`src/rtl/muldiv_pkg.sv`:
```
// muldiv_pkg: op encodings, FSM states and counter sizing shared by the multiply/divide sequencer.
package muldiv_pkg;

   typedef enum logic [1:0] {
      OP_MULT  = 2'b00,
      OP_MULTU = 2'b01,
      OP_DIV   = 2'b10,
      OP_DIVU  = 2'b11
   } op_e;

   typedef enum logic [1:0] {IDLE, RUN, FIX, DONE} state_e;

   function automatic int cnt_w(input int width);
      return $clog2(width);
   endfunction

endpackage

```
`src/rtl/muldiv_step.sv`:
```
// muldiv_step: one combinational iteration, shift-add for multiply or restoring trial-subtract for divide.
module muldiv_step #(
   parameter int WIDTH = 32
) (
   input  logic             is_div_i,
   input  logic [WIDTH-1:0] hi_i,
   input  logic [WIDTH-1:0] lo_i,
   input  logic [WIDTH-1:0] opd_i,
   output logic [WIDTH-1:0] hi_o,
   output logic [WIDTH-1:0] lo_o
);

   logic [WIDTH:0] sum, sh, diff;

   always_comb begin
      sum  = {1'b0, hi_i} + {1'b0, {WIDTH{lo_i[0]}} & opd_i};
      // the extra remainder bit lets diff[WIDTH] act as the trial-subtract borrow
      sh   = {hi_i, lo_i[WIDTH-1]};
      diff = sh - {1'b0, opd_i};
      hi_o = is_div_i ? (diff[WIDTH] ? sh[WIDTH-1:0] : diff[WIDTH-1:0]) : sum[WIDTH:1];
      lo_o = is_div_i ? {lo_i[WIDTH-2:0], ~diff[WIDTH]} : {sum[0], lo_i[WIDTH-1:1]};
   end

endmodule

```
`src/rtl/muldiv_sequencer.sv`:
```
// muldiv_sequencer: iterative mult/multu/div/divu sequencer owning the HI/LO registers.
// Signed mult/div with sign fixup is built only when MULDIV_SIGNED_EN is defined.
module muldiv_sequencer
   import muldiv_pkg::*;
#(
   parameter int WIDTH = 32
) (
   input  logic             clk,
   input  logic             reset,
   input  logic             start,
   input  logic [1:0]       op,
   input  logic [WIDTH-1:0] rs_val,
   input  logic [WIDTH-1:0] rt_val,
   output logic             busy,
   output logic             done,
   output logic             div_zero,
   output logic [WIDTH-1:0] hi,
   output logic [WIDTH-1:0] lo
);

   localparam int CW = cnt_w(WIDTH);

   state_e           state_q, state_d;
   logic [CW-1:0]    cnt_q, cnt_d;
   logic [WIDTH-1:0] acc_hi_q, acc_hi_d, acc_lo_q, acc_lo_d, opd_q, opd_d;
   logic [WIDTH-1:0] hi_q, hi_d, lo_q, lo_d;
   logic             is_div_q, is_div_d, dz_q, dz_d;
   logic [WIDTH-1:0] step_hi, step_lo, a_abs, b_abs, hi_res, lo_res;
   logic             accept, zero;

   muldiv_step #(.WIDTH(WIDTH)) u_step (
      .is_div_i (is_div_q),
      .hi_i     (acc_hi_q),
      .lo_i     (acc_lo_q),
      .opd_i    (opd_q),
      .hi_o     (step_hi),
      .lo_o     (step_lo)
   );

`ifdef MULDIV_SIGNED_EN
   logic sgn, neg_q, neg_d, rneg_q, rneg_d;

   always_comb begin
      sgn    = ~op[0];
      a_abs  = (sgn && rs_val[WIDTH-1]) ? -rs_val : rs_val;
      b_abs  = (sgn && rt_val[WIDTH-1]) ? -rt_val : rt_val;
      neg_d  = accept ? sgn & (rs_val[WIDTH-1] ^ rt_val[WIDTH-1]) & ~zero : neg_q;
      rneg_d = accept ? sgn & op[1] & rs_val[WIDTH-1] & ~zero : rneg_q;
      // negating the full product carries into HI only when LO is zero
      hi_res = is_div_q ? (rneg_q ? -acc_hi_q : acc_hi_q)
                        : (neg_q ? ~acc_hi_q + WIDTH'(acc_lo_q == '0) : acc_hi_q);
      lo_res = neg_q ? -acc_lo_q : acc_lo_q;
   end

   always_ff @(posedge clk or posedge reset) begin
      if (reset) begin
         neg_q  <= 1'b0;
         rneg_q <= 1'b0;
      end else begin
         neg_q  <= neg_d;
         rneg_q <= rneg_d;
      end
   end
`else
   logic unused_op0;
   assign unused_op0 = op[0];
   assign a_abs      = rs_val;
   assign b_abs      = rt_val;
   assign hi_res     = acc_hi_q;
   assign lo_res     = acc_lo_q;
`endif

   always_comb begin
      state_d  = state_q;
      cnt_d    = cnt_q;
      acc_hi_d = acc_hi_q;
      acc_lo_d = acc_lo_q;
      opd_d    = opd_q;
      hi_d     = hi_q;
      lo_d     = lo_q;
      is_div_d = is_div_q;
      dz_d     = dz_q;
      busy     = state_q == RUN || state_q == FIX;
      done     = state_q == DONE;
      accept   = start && (state_q == IDLE || state_q == DONE);
      zero     = op[1] && rt_val == '0;
      if (accept) begin
         state_d  = zero ? FIX : RUN;
         cnt_d    = '0;
         is_div_d = op[1];
         dz_d     = zero;
         // divide-by-zero preloads the architected result so FIX just commits it
         acc_hi_d = zero ? rs_val : '0;
         acc_lo_d = zero ? '1 : (op[1] ? a_abs : b_abs);
         opd_d    = op[1] ? b_abs : a_abs;
      end else if (state_q == RUN) begin
         state_d  = cnt_q == CW'(WIDTH-1) ? FIX : RUN;
         cnt_d    = cnt_q + CW'(1);
         acc_hi_d = step_hi;
         acc_lo_d = step_lo;
      end else if (state_q == FIX) begin
         state_d = DONE;
         hi_d    = hi_res;
         lo_d    = lo_res;
      end else if (state_q == DONE) begin
         state_d = IDLE;
      end
   end

   always_ff @(posedge clk or posedge reset) begin
      if (reset) begin
         state_q  <= IDLE;
         cnt_q    <= '0;
         acc_hi_q <= '0;
         acc_lo_q <= '0;
         opd_q    <= '0;
         hi_q     <= '0;
         lo_q     <= '0;
         is_div_q <= 1'b0;
         dz_q     <= 1'b0;
      end else begin
         state_q  <= state_d;
         cnt_q    <= cnt_d;
         acc_hi_q <= acc_hi_d;
         acc_lo_q <= acc_lo_d;
         opd_q    <= opd_d;
         hi_q     <= hi_d;
         lo_q     <= lo_d;
         is_div_q <= is_div_d;
         dz_q     <= dz_d;
      end
   end

   assign div_zero = dz_q;
   assign hi       = hi_q;
   assign lo       = lo_q;

endmodule
```
`config.mk`:
```
export PLATFORM = sky130hd
export DESIGN_NAME = muldiv_sequencer
export DESIGN_NICKNAME = d
export VERILOG_FILES = /design/src/rtl/muldiv_pkg.sv /design/src/rtl/muldiv_step.sv /design/src/rtl/muldiv_sequencer.sv
export SDC_FILE = /design/constraint.sdc
export NUM_CORES = 1
export LEC_CHECK = 0
export CELL_PAD_IN_SITES_DETAIL_PLACEMENT = 1
export CELL_PAD_IN_SITES_GLOBAL_PLACEMENT = 1
export CORE_ASPECT_RATIO = 0.6
export CORE_MARGIN = 2
export CORE_UTILIZATION = 47
export CTS_CLUSTER_DIAMETER = 150
export DETAILED_ROUTE_END_ITERATION = 12
export PLACE_DENSITY = 0.83
export SETUP_SLACK_MARGIN = 0.05
export SLEW_MARGIN = 0
export SYNTH_ARGS = -nofsm -noshare
export SYNTH_HDL_FRONTEND = slang
export SYNTH_SLANG_ARGS = --single-unit
```
`constraint.sdc`:
```
create_clock -name clk -period 13.7 [get_ports clk]
set_input_delay 2.055 -clock clk [delete_from_list [all_inputs] [get_ports clk]]
set_output_delay 2.055 -clock clk [all_outputs]
set_load 0.03 [all_outputs]
```
==> qor.yml, run 1 <==
status:
  status: "complete, no violations"
logic_synthesis:
  synth_top_area_cell: "dfrtp_1"
  netlist_area_um2: 11900
  synth.net_count: 1472
  synth_cells: 1332
  synth_area_leaders: "dfrtp_1 (36%), ha_1 (7.3%), mux2_2 (6.7%)"
  synth_seq_cells: 169
  synth_cell_types: 75
  avgSynthCellArea_um2: 8.91
  ys_warn_count: 0
  synthArstFlopShare_pct: 100
  ys.flop_type: "dfrtp_1"
  synth_edf_count: 0
  yosysTopAreaCellShare_pct: 35.6
  synth-seq-area-share_pct: 35.6
worst_setup_path:
  r2r-start: "acc_lo_q[31]"
  worstPathArrival_ps: 5220
  criticalPathCategory: "in2reg"
  worstPathMaxFanout: 21
  crit_start: "rt_val[16]"
  endpoint_kind: "flip-flop"
  setup.worst_path.start_class: "primary input"
  crit_required_ps: 14060
sta:
  fmax_ghz: 0.205
  period_minus_slack_ps: 4870
  skew_ps: 15.1
  slew_viol_final: 0
  layout_setup_ws_ps: 8830
  finalCritPeriodShare_pct: 35.5
  finalHoldViolCount: 0
  hold_ws_ps: 479
  tns_ps: 0
  worstMarginPinSlew_ps: 1060
  relSlewSlack_pct: 29.6
  rsz0062_at_grt: "false"
  setup_viol_count_final: 0
global_route:
  grt_overflow: 0
  grt_max_degree: 77
  grt_pass1_vias: 11300
  grtUsageTotal_pct: 33.5
  antenna_found_initial: 0
  grt_pass1_wl_um: 68100
min_path:
  hold_class: "reg2reg"
  worstHoldStart: "div_zero"
placed_design:
  port-buffer-count: 134
  gp_congestion: 0.903
  dpl_worst_slack_ps: 8610
  hpwl_um: 32300
floorplanning:
  core_um2: 24500
  die_area_um2: 26600
  io_pins: 136
  dieHeight_um: 127
  fp-row-count: 44
  initial_utilization_pct: 48.5
  die_width_um: 209
final_layout:
  syn2layout_area_growth_pct: 18.3
  drive_gt1_share_pct: 9.54
  layout.nets: 1564
  num_antenna_cells: 0
clock_tree:
  cts.reportedPaths.clkPinSlew_ps: 70
  clock_sinks: 169
  cts_hold_buf: 0
  cts_tree: "built"
  cts_resized: 0
  clock-root-buffer: "clkbuf_16"
  cts_htree_levels: 4
  cts.path.max_buffers: 2
  post_cts_buffers: 0
  clock_latency_ps: 460
  cts-buffers-inserted: 17
drt:
  viasPerCell: 6.44
  first_iter_violations: 957
  remaining_drc_errors: 0
  wl_per_cell_um: 24.8
  finalWirelength_um: 43600
  detail-route-antenna-nets: 0
  via_count: 11300
  dr.pass1.iters: 6
job:
  maxCapViolations: 0
## stage by stage
| step | utilization (%) | std cells | area, um^2 |
|---|---|---|---|
| floorplan | - | 1332 | 11900 |
| global placement | 54.8 | 1727 | 13400 |
| detailed placement | 54.8 | 1727 | 13400 |
| CTS | 57.3 | 1758 | 14000 |
| global route | 57.3 | 1758 | 14000 |
| finish | 57.3 | 1758 | 14000 |
## synth_stat cells (all sizes together), types with 3 or more instances
cell and number:
o211ai 9, mux2i 40, and2 38, o21bai 7, a211oi 12, nor2 84, o21ai 110, a31oi 32
nor4b 3, a211o 3, ha 69, nor2b 6, inv 50, nand4 9, a41oi 5, clkbuf 67
o21a 8, nand3 40, nand2b 6, nor3 12, mux2 83, buf 8, o31ai 9, a22oi 79
nand2 152, xnor2 27, and3 7, a221oi 5, or3 6, xor2 22, nor4 9, a21o 22
dfrtp 169, a21oi 86
## flip-flops by register name (all words and copies together), names as in the netlist
signal	count
state_q	2
is_div_q	1
lo	32
opd_q	32
acc_lo_q	32
div_zero	1
hi	32
cnt_q	5
acc_hi_q	32
## logic make-up after synthesis
logic type / after synthesis / synth area share (%)
adders and majority gates: 71 / 7.61
and+or+nand+nor: 382 / 14.9
buffers and inverters: 125 / 4.22
muxes: 123 / 11.3
AOI/OAI and AO/OA: 413 / 22.6
DFF: 169 / 35.6
xor gates and xnor gates: 49 / 3.77
## critical path: stages
cell,delay [ps]
clkdlybuf4s50_1,580
nor4_1,520
nand4_1,170
nor2_1,230
and4_1,930
a21oi_1,160
o21ai_0,190
a21oi_1,120
a32oi_1,260
## metal layers
| metal | vias up | share of wire (%) | routed length, um | track usage (%) |
|---|---|---|---|---|
| met5 | - | 0 | 0 | 0 |
| met4 | 0 | 1.2 | 532 | 6.89 |
| met3 | 50 | 11 | 4740 | 9.59 |
| met2 | 526 | 40 | 17400 | 46.2 |
| met1 | 5681 | 48 | 21000 | 51.6 |
| li1 | 5058 | - | - | - |
## final cells by class
cell class	instances	area, um^2
Fill cell	2791	10500
Multi-Input combinational cell	1038	7170
Sequential cell	169	4230
Timing Repair Buffer	148	1440
Clock buffer	20	447
Tap cell	322	403
Inverter	50	193
Clock inverter	11	161
## path summary, 6_finish.rpt
check / end / slack [ps] / depth (start not counted)
max in group asynchronous: hi[15] / 9670 / 4
hold / removal: div_zero / 480 / 2
min in group asynchronous: lo[6] / 1970 / 2
hold reg to reg: div_zero / 480 / 2
setup / recovery: acc_hi_q[24] / 8830 / 9
setup reg to reg: acc_hi_q[24] / 9370 / 13
## layout by cell type (no fill, tap or decap), types with 4 or more instances in the layout
| cell type | count |
|---|---|
| nand4_1 | 9 |
| a21oi_1 | 84 |
| nor4_1 | 9 |
| and2_1 | 38 |
| and3_1 | 7 |
| nor3_1 | 12 |
| nor2_1 | 80 |
| xor2_1 | 22 |
| o211ai_1 | 9 |
| inv_1 | 49 |
| ha_1 | 68 |
| nand2_1 | 150 |
| a31oi_1 | 32 |
| xnor2_1 | 26 |
| mux2_1 | 11 |
| a22oi_1 | 79 |
| nor2b_1 | 6 |
| a41oi_1 | 4 |
| or3_1 | 6 |
| o21ai_1 | 4 |
| a211oi_1 | 11 |
| dfrtp_1 | 169 |
| clkdlybuf4s50_1 | 133 |
| o21ai_0 | 105 |
| mux2i_1 | 40 |
| buf_4 | 14 |
| nand3_1 | 40 |
| mux2_2 | 71 |
| o21bai_1 | 7 |
| nand2b_1 | 6 |
| a21o_1 | 22 |
| clkbuf_16 | 17 |
| o21a_1 | 8 |
| o31ai_1 | 7 |
Power of run 1 is left out: the tool's default activity adds up to more than one toggle a clock period on the data nets, which glitch-free logic cannot reach.
==> run 2, diff against run 1 <==
--- a/config.mk
+++ b/config.mk
@@ -9,10 +9,10 @@
 export CELL_PAD_IN_SITES_GLOBAL_PLACEMENT = 1
 export CORE_ASPECT_RATIO = 0.6
 export CORE_MARGIN = 2
-export CORE_UTILIZATION = 47
+export CORE_UTILIZATION = 40
 export CTS_CLUSTER_DIAMETER = 150
 export DETAILED_ROUTE_END_ITERATION = 12
-export PLACE_DENSITY = 0.83
+export PLACE_DENSITY = 0.75
 export SETUP_SLACK_MARGIN = 0.05
 export SLEW_MARGIN = 0
 export SYNTH_ARGS = -nofsm -noshare
==> constraint.sdc (replaced) <==
create_clock -name clk -period 4.1 [get_ports clk]
set_input_delay 0.615 -clock clk [delete_from_list [all_inputs] [get_ports clk]]
set_output_delay 0.615 -clock clk [all_outputs]
set_load 0.03 [all_outputs]
==> qor.yml, run 2 (synthesis results as in run 1) <==
clock_tree:
  clock_sinks: 169
  clock_latency_ps: 460
  cts_htree_levels: 4
  cts-buffers-inserted: 17
  clock-root-buffer: "clkbuf_16"
  cts_resized: 0
  post_cts_buffers: 0
  cts.path.max_buffers: 2
  cts.reportedPaths.clkPinSlew_ps: 70
  cts_hold_buf: 0
  cts_tree: "built"
min_path:
  hold_class: "reg2reg"
worst_setup_path:
  crit_chain: "ha_1 > fa_1 > nand2b_1 > a211oi_2 > o21ai_1 > o31ai_4 > a41oi_4 > xnor2_4 > buf_12 > mux2_1 > a221oi_2 > nor3_1"
  setup.worst_path.start_class: "flip-flop"
  crit_path_top_delay_cell: "o31ai_4"
  worstPathMaxFanout: 16
  criticalPathCategory: "reg2reg"
  critPathMaxStageDelay_ps: 430
  path_buf_inv: 1
  crit_required_ps: 4430
  worstPathArrival_ps: 4150
  cp_top_family: "compound AO/OA/AOI/OAI gates"
  endpoint_kind: "flip-flop"
sta:
  relSlewSlack_pct: 37.7
  hold_ws_ps: 494
  tns_ps: 0
  finalCritPeriodShare_pct: 93.1
  setup_viol_count_final: 0
  slew_viol_final: 0
  skew_ps: 11.0
  period_minus_slack_ps: 3820
  rsz0062_at_grt: "false"
  fmax_ghz: 0.262
  worstMarginPinSlew_ps: 934
  finalHoldViolCount: 0
placed_design:
  port-buffer-count: 134
  hpwl_um: 33300
  gp_congestion: 0.937
final_layout:
  final_cell_mix: "dfrtp_1 (169), nand2_1 (150), clkdlybuf4s50_1 (133)"
  final_common_cell: "dfrtp_1"
  syn2layout_area_growth_pct: 20.6
  drive_gt1_share_pct: 11.0
  num-fill-cells: 3367
  layout.nets: 1585
floorplanning:
  core_um2: 28900
  die_area_um2: 31100
  fp-row-count: 48
  io_pins: 136
  dieHeight_um: 137
  initial_utilization_pct: 41.0
  die_width_um: 226
drt:
  dr.pass1.iters: 5
  viasPerCell: 5.95
  wl_met2_um: 16800
  wl_per_cell_um: 23.1
  finalWirelength_um: 42900
  drt-met1-wl_um: 22200
  routed.top_layer: "met4"
  remaining_drc_errors: 0
  via_count: 11100
  first_iter_violations: 899
  dr_wl_met3_um: 3580
  detail-route-antenna-nets: 0
global_route:
  grtUsageTotal_pct: 28.2
  antenna_found_initial: 2
  grt_pass1_vias: 11000
  grt_max_degree: 50
  grt_overflow: 0
  grt_pass1_wl_um: 65900
job:
  maxCapViolations: 0
status:
  status: "complete, no violations"
==> run 2: changes by cell type in the layout (fill, tap and decap cells not counted), sizes merged <==
cell,delta
clkbuf,-2
bufinv,-2
clkinv,+6
inv,-1
buf,+21
diode,+1
==> run 2: worst paths after layout <==
path                       cells past startpoint  slack [ps]      from          end
min reg2reg                                    2         490  div_zero     div_zero
max                                           12         280  opd_q[0]  acc_hi_q[2]
max reg2reg                                   12         280  opd_q[0]  acc_hi_q[2]
min                                            2         490  div_zero     div_zero
max in group asynchronous                      3        2660     reset       hi[16]
min in group asynchronous                      2         530     reset  acc_lo_q[5]
==> run 2: per-layer routing <==
metal | vias to the layer above | GRT usage (%)
li1 | 5112 | -
met1 | 5537 | 44.8
met2 | 383 | 37.5
met3 | 27 | 7.12
met4 | 0 | 5.12
met5 | - | 0
==> run 2: final cells by class <==
class	count	area, um^2	share of cell area (%)
Antenna cell	1	2.50	0.0175
Clock buffer	18	439	3.07
Clock inverter	14	143	0.997
Inverter	50	191	1.34
Multi-Input combinational cell	1038	7170	50.1
Sequential cell	169	4230	29.5
Tap cell	400	500	3.50
Timing Repair Buffer	169	1640	11.4
==> run 2: through the flow <==
step	utilization (%)	cells	worst slack, ps	instance area [um^2]
6_report	49.4	1859	285	14300
5_1_grt	49.4	1858	76.3	14300
4_1_cts	49.4	1858	257	14300
3_5_place_dp	47.4	1826	359	13700
3_3_place_gp	47.4	1826	468	13700
2_1_floorplan	-	1332	925	11900
==> run 2: worst reg2reg max path, delay by kind of cell (launching register included) <==
family,cells,cell delay [ps]
buf+inv,1,190
fa+ha+maj,2,640
simple gates,2,360
xor+xnor,1,260
flops,1,400
compound gates,5,1480
mux,1,380
Power of run 2 is left out for the same reason.
==> run 3, diff against run 2 <==
--- a/config.mk
+++ b/config.mk
@@ -5,14 +5,15 @@
 export SDC_FILE = /design/constraint.sdc
 export NUM_CORES = 1
 export LEC_CHECK = 0
+export ABC_AREA = 1
 export CELL_PAD_IN_SITES_DETAIL_PLACEMENT = 1
 export CELL_PAD_IN_SITES_GLOBAL_PLACEMENT = 1
 export CORE_ASPECT_RATIO = 0.6
 export CORE_MARGIN = 2
-export CORE_UTILIZATION = 40
+export CORE_UTILIZATION = 37
 export CTS_CLUSTER_DIAMETER = 150
 export DETAILED_ROUTE_END_ITERATION = 12
-export PLACE_DENSITY = 0.75
+export PLACE_DENSITY = 0.74
 export SETUP_SLACK_MARGIN = 0.05
 export SLEW_MARGIN = 0
 export SYNTH_ARGS = -nofsm -noshare
==> qor.yml, run 3 <==
sta:
  setup_viol_count_final: 0
  worstMarginPinSlew_ps: 1230
  finalCritPeriodShare_pct: 82.6
  relSlewSlack_pct: 17.9
  fmax_ghz: 0.295
  tns_ps: 0
  finalHoldViolCount: 0
  skew_ps: 13.0
  period_minus_slack_ps: 3380
  rsz0062_at_grt: "false"
  slew_viol_final: 0
floorplanning:
  initial_utilization_pct: 37.6
  dieHeight_um: 147
  core_um2: 33700
  die_area_um2: 35800
  io_pins: 136
  fp-row-count: 52
  die_width_um: 243
final_layout:
  num-fill-cells: 4401
  final_cell_mix: "nand2_1 (422), inv_1 (299), a21oi_1 (209)"
  drive_gt1_share_pct: 4.75
  syn2layout_area_growth_pct: 19.2
  layout.nets: 2128
  seq_area_um2: 4230
  final_common_cell: "nand2_1"
  num_antenna_cells: 0
  multiInputGateArea_um2: 7010
clock_tree:
  cts_resized: 0
  clock_sinks: 169
  cts_tree: "built"
  cts-buffers-inserted: 17
  cts.reportedPaths.clkPinSlew_ps: 80
  post_cts_buffers: 0
  cts_htree_levels: 4
  clock-root-buffer: "clkbuf_16"
  cts.path.max_buffers: 2
  cts_hold_buf: 0
  clock_latency_ps: 460
placed_design:
  port-buffer-count: 134
  hpwl_um: 38500
  gp_congestion: 0.915
logic_synthesis:
  synth-seq-area-share_pct: 33.4
  synth_most_common_cell: "nand2_1"
  synth_edf_count: 0
  netlist_area_um2: 12700
  synth.net_count: 2025
  avgSynthCellArea_um2: 6.73
  synth_cells: 1885
  synth_cell_types: 43
  yosysTopAreaCellShare_pct: 33.4
  ys.flop_type: "dfrtp_1"
  synth_seq_cells: 169
  synthArstFlopShare_pct: 100
  synth_area_leaders: "dfrtp_1 (33%), nand2_1 (12%), inv_1 (8.9%)"
  synth_top_area_cell: "dfrtp_1"
  ys_top_cells_by_count: "nand2_1 (422), inv_1 (301), a21oi_1 (209)"
  ys_warn_count: 0
global_route:
  grtUsageTotal_pct: 27.7
  grt_overflow: 0
  grt_pass1_wl_um: 77000
  antenna_found_initial: 0
  grt_max_degree: 61
  grt_pass1_vias: 13400
worst_setup_path:
  reg2reg_to: "acc_hi_q[29]"
  worstPathArrival_ps: 3730
  setup.worst_path.start_class: "flip-flop"
  critical_path_depth: 15
  r2r-start: "acc_lo_q[0]"
  crit_path_top_delay_cell: "dfrtp_1"
  crit_required_ps: 4450
  criticalPathCategory: "reg2reg"
  crit_chain: "nand2_1 > inv_1 > ha_1 > fa_1 > nand2_1 > o21ai_1 > a21oi_1 > o21ai_1 > nand3_1 > nand2_1 > nand2_1 > nand3_1 > nand3_1 > nand2_1 > inv_1"
  worstPathMaxFanout: 17
  worstRegToRegCells: 15
  rrSetupSlack_ps: 720
  crit_top_cell: "nand2_1"
  critPathMaxStageDelay_ps: 790
  cp_top_family: "compound AO/OA/AOI/OAI gates"
  endpoint_kind: "flip-flop"
  path_buf_inv: 2
min_path:
  worstHoldStart: "cnt_q[3]"
  hold_class: "reg2reg"
  hold_end: "cnt_q[3]"
  hold_depth: 1
drt:
  finalWirelength_um: 49300
  detail-route-antenna-nets: 0
  via_count: 13300
  dr.pass1.iters: 5
  viasPerCell: 5.42
  remaining_drc_errors: 0
  wl_per_cell_um: 20.0
  first_iter_violations: 1029
job:
  maxCapViolations: 0
status:
  status: "complete, no violations"
-- run 3: worst register-to-register path, stage by stage (launching register included) --
cell     delay (ps)
dfrtp_1         790
nand2_1         120
inv_1            80
ha_1            210
fa_1            250
nand2_1         100
o21ai_1         300
a21oi_1         180
o21ai_1         560
nand3_1         250
nand2_1         120
nand2_1          50
nand3_1          70
nand3_1          80
nand2_1          70
inv_1            40
-- run 3: final cells by class --
type,count,share of cell area (%)
Clock buffer,17,2.81
Clock inverter,15,1.14
Inverter,307,7.65
Multi-Input combinational cell,1338,46.4
Sequential cell,169,28.0
Tap cell,459,3.80
Timing Repair Buffer,155,10.2
-- run 3: per-stage QoR --
step	setup slack (ps)	util [%]	cell area, um^2	hold WS [ps]	instances
finish	715	44.8	15100	468	2460
global route	576	44.8	15100	488	2460
CTS	814	44.8	15100	473	2460
detailed placement	722	43.1	14500	463	2428
global placement	778	43.1	14500	457	2428
floorplan	1330	-	12700	434	1885
-- run 3: routing by layer --
layer,track usage (%),vias to the layer above,wire length [um]
li1,-,6392,-
met1,40.7,6580,24400
met2,42.2,320,21300
met3,4.34,47,2650
met4,7.55,0,919
met5,0,-,0
-- run 3: worst max-delay path by stage --
| stage | slack [ps] | to | startpoint |
|---|---|---|---|
| after CTS | 810 | acc_hi_q[19] | acc_hi_q[0] |
| after global routing | 580 | acc_hi_q[19] | acc_hi_q[0] |
| after floorplan | 1330 | acc_hi_q[0] | reset |
| after global placement | 780 | acc_lo_q[0] | rt_val[0] |
| final | 720 | acc_hi_q[29] | acc_lo_q[0] |
| after detailed placement | 720 | acc_lo_q[0] | rt_val[0] |
-- run 3: cells by family after synthesis --
group                    synth area share [%]
AO/OA/AOI/OAI                            20.7
XOR/XNOR                                 1.11
adder cells (fa/ha/maj)                  7.12
buffers and inverters                    11.5
flip-flops                               33.4
multiplexers                            0.977
AND/OR/NAND/NOR                          25.2
Power of run 3 is left out for the same reason.
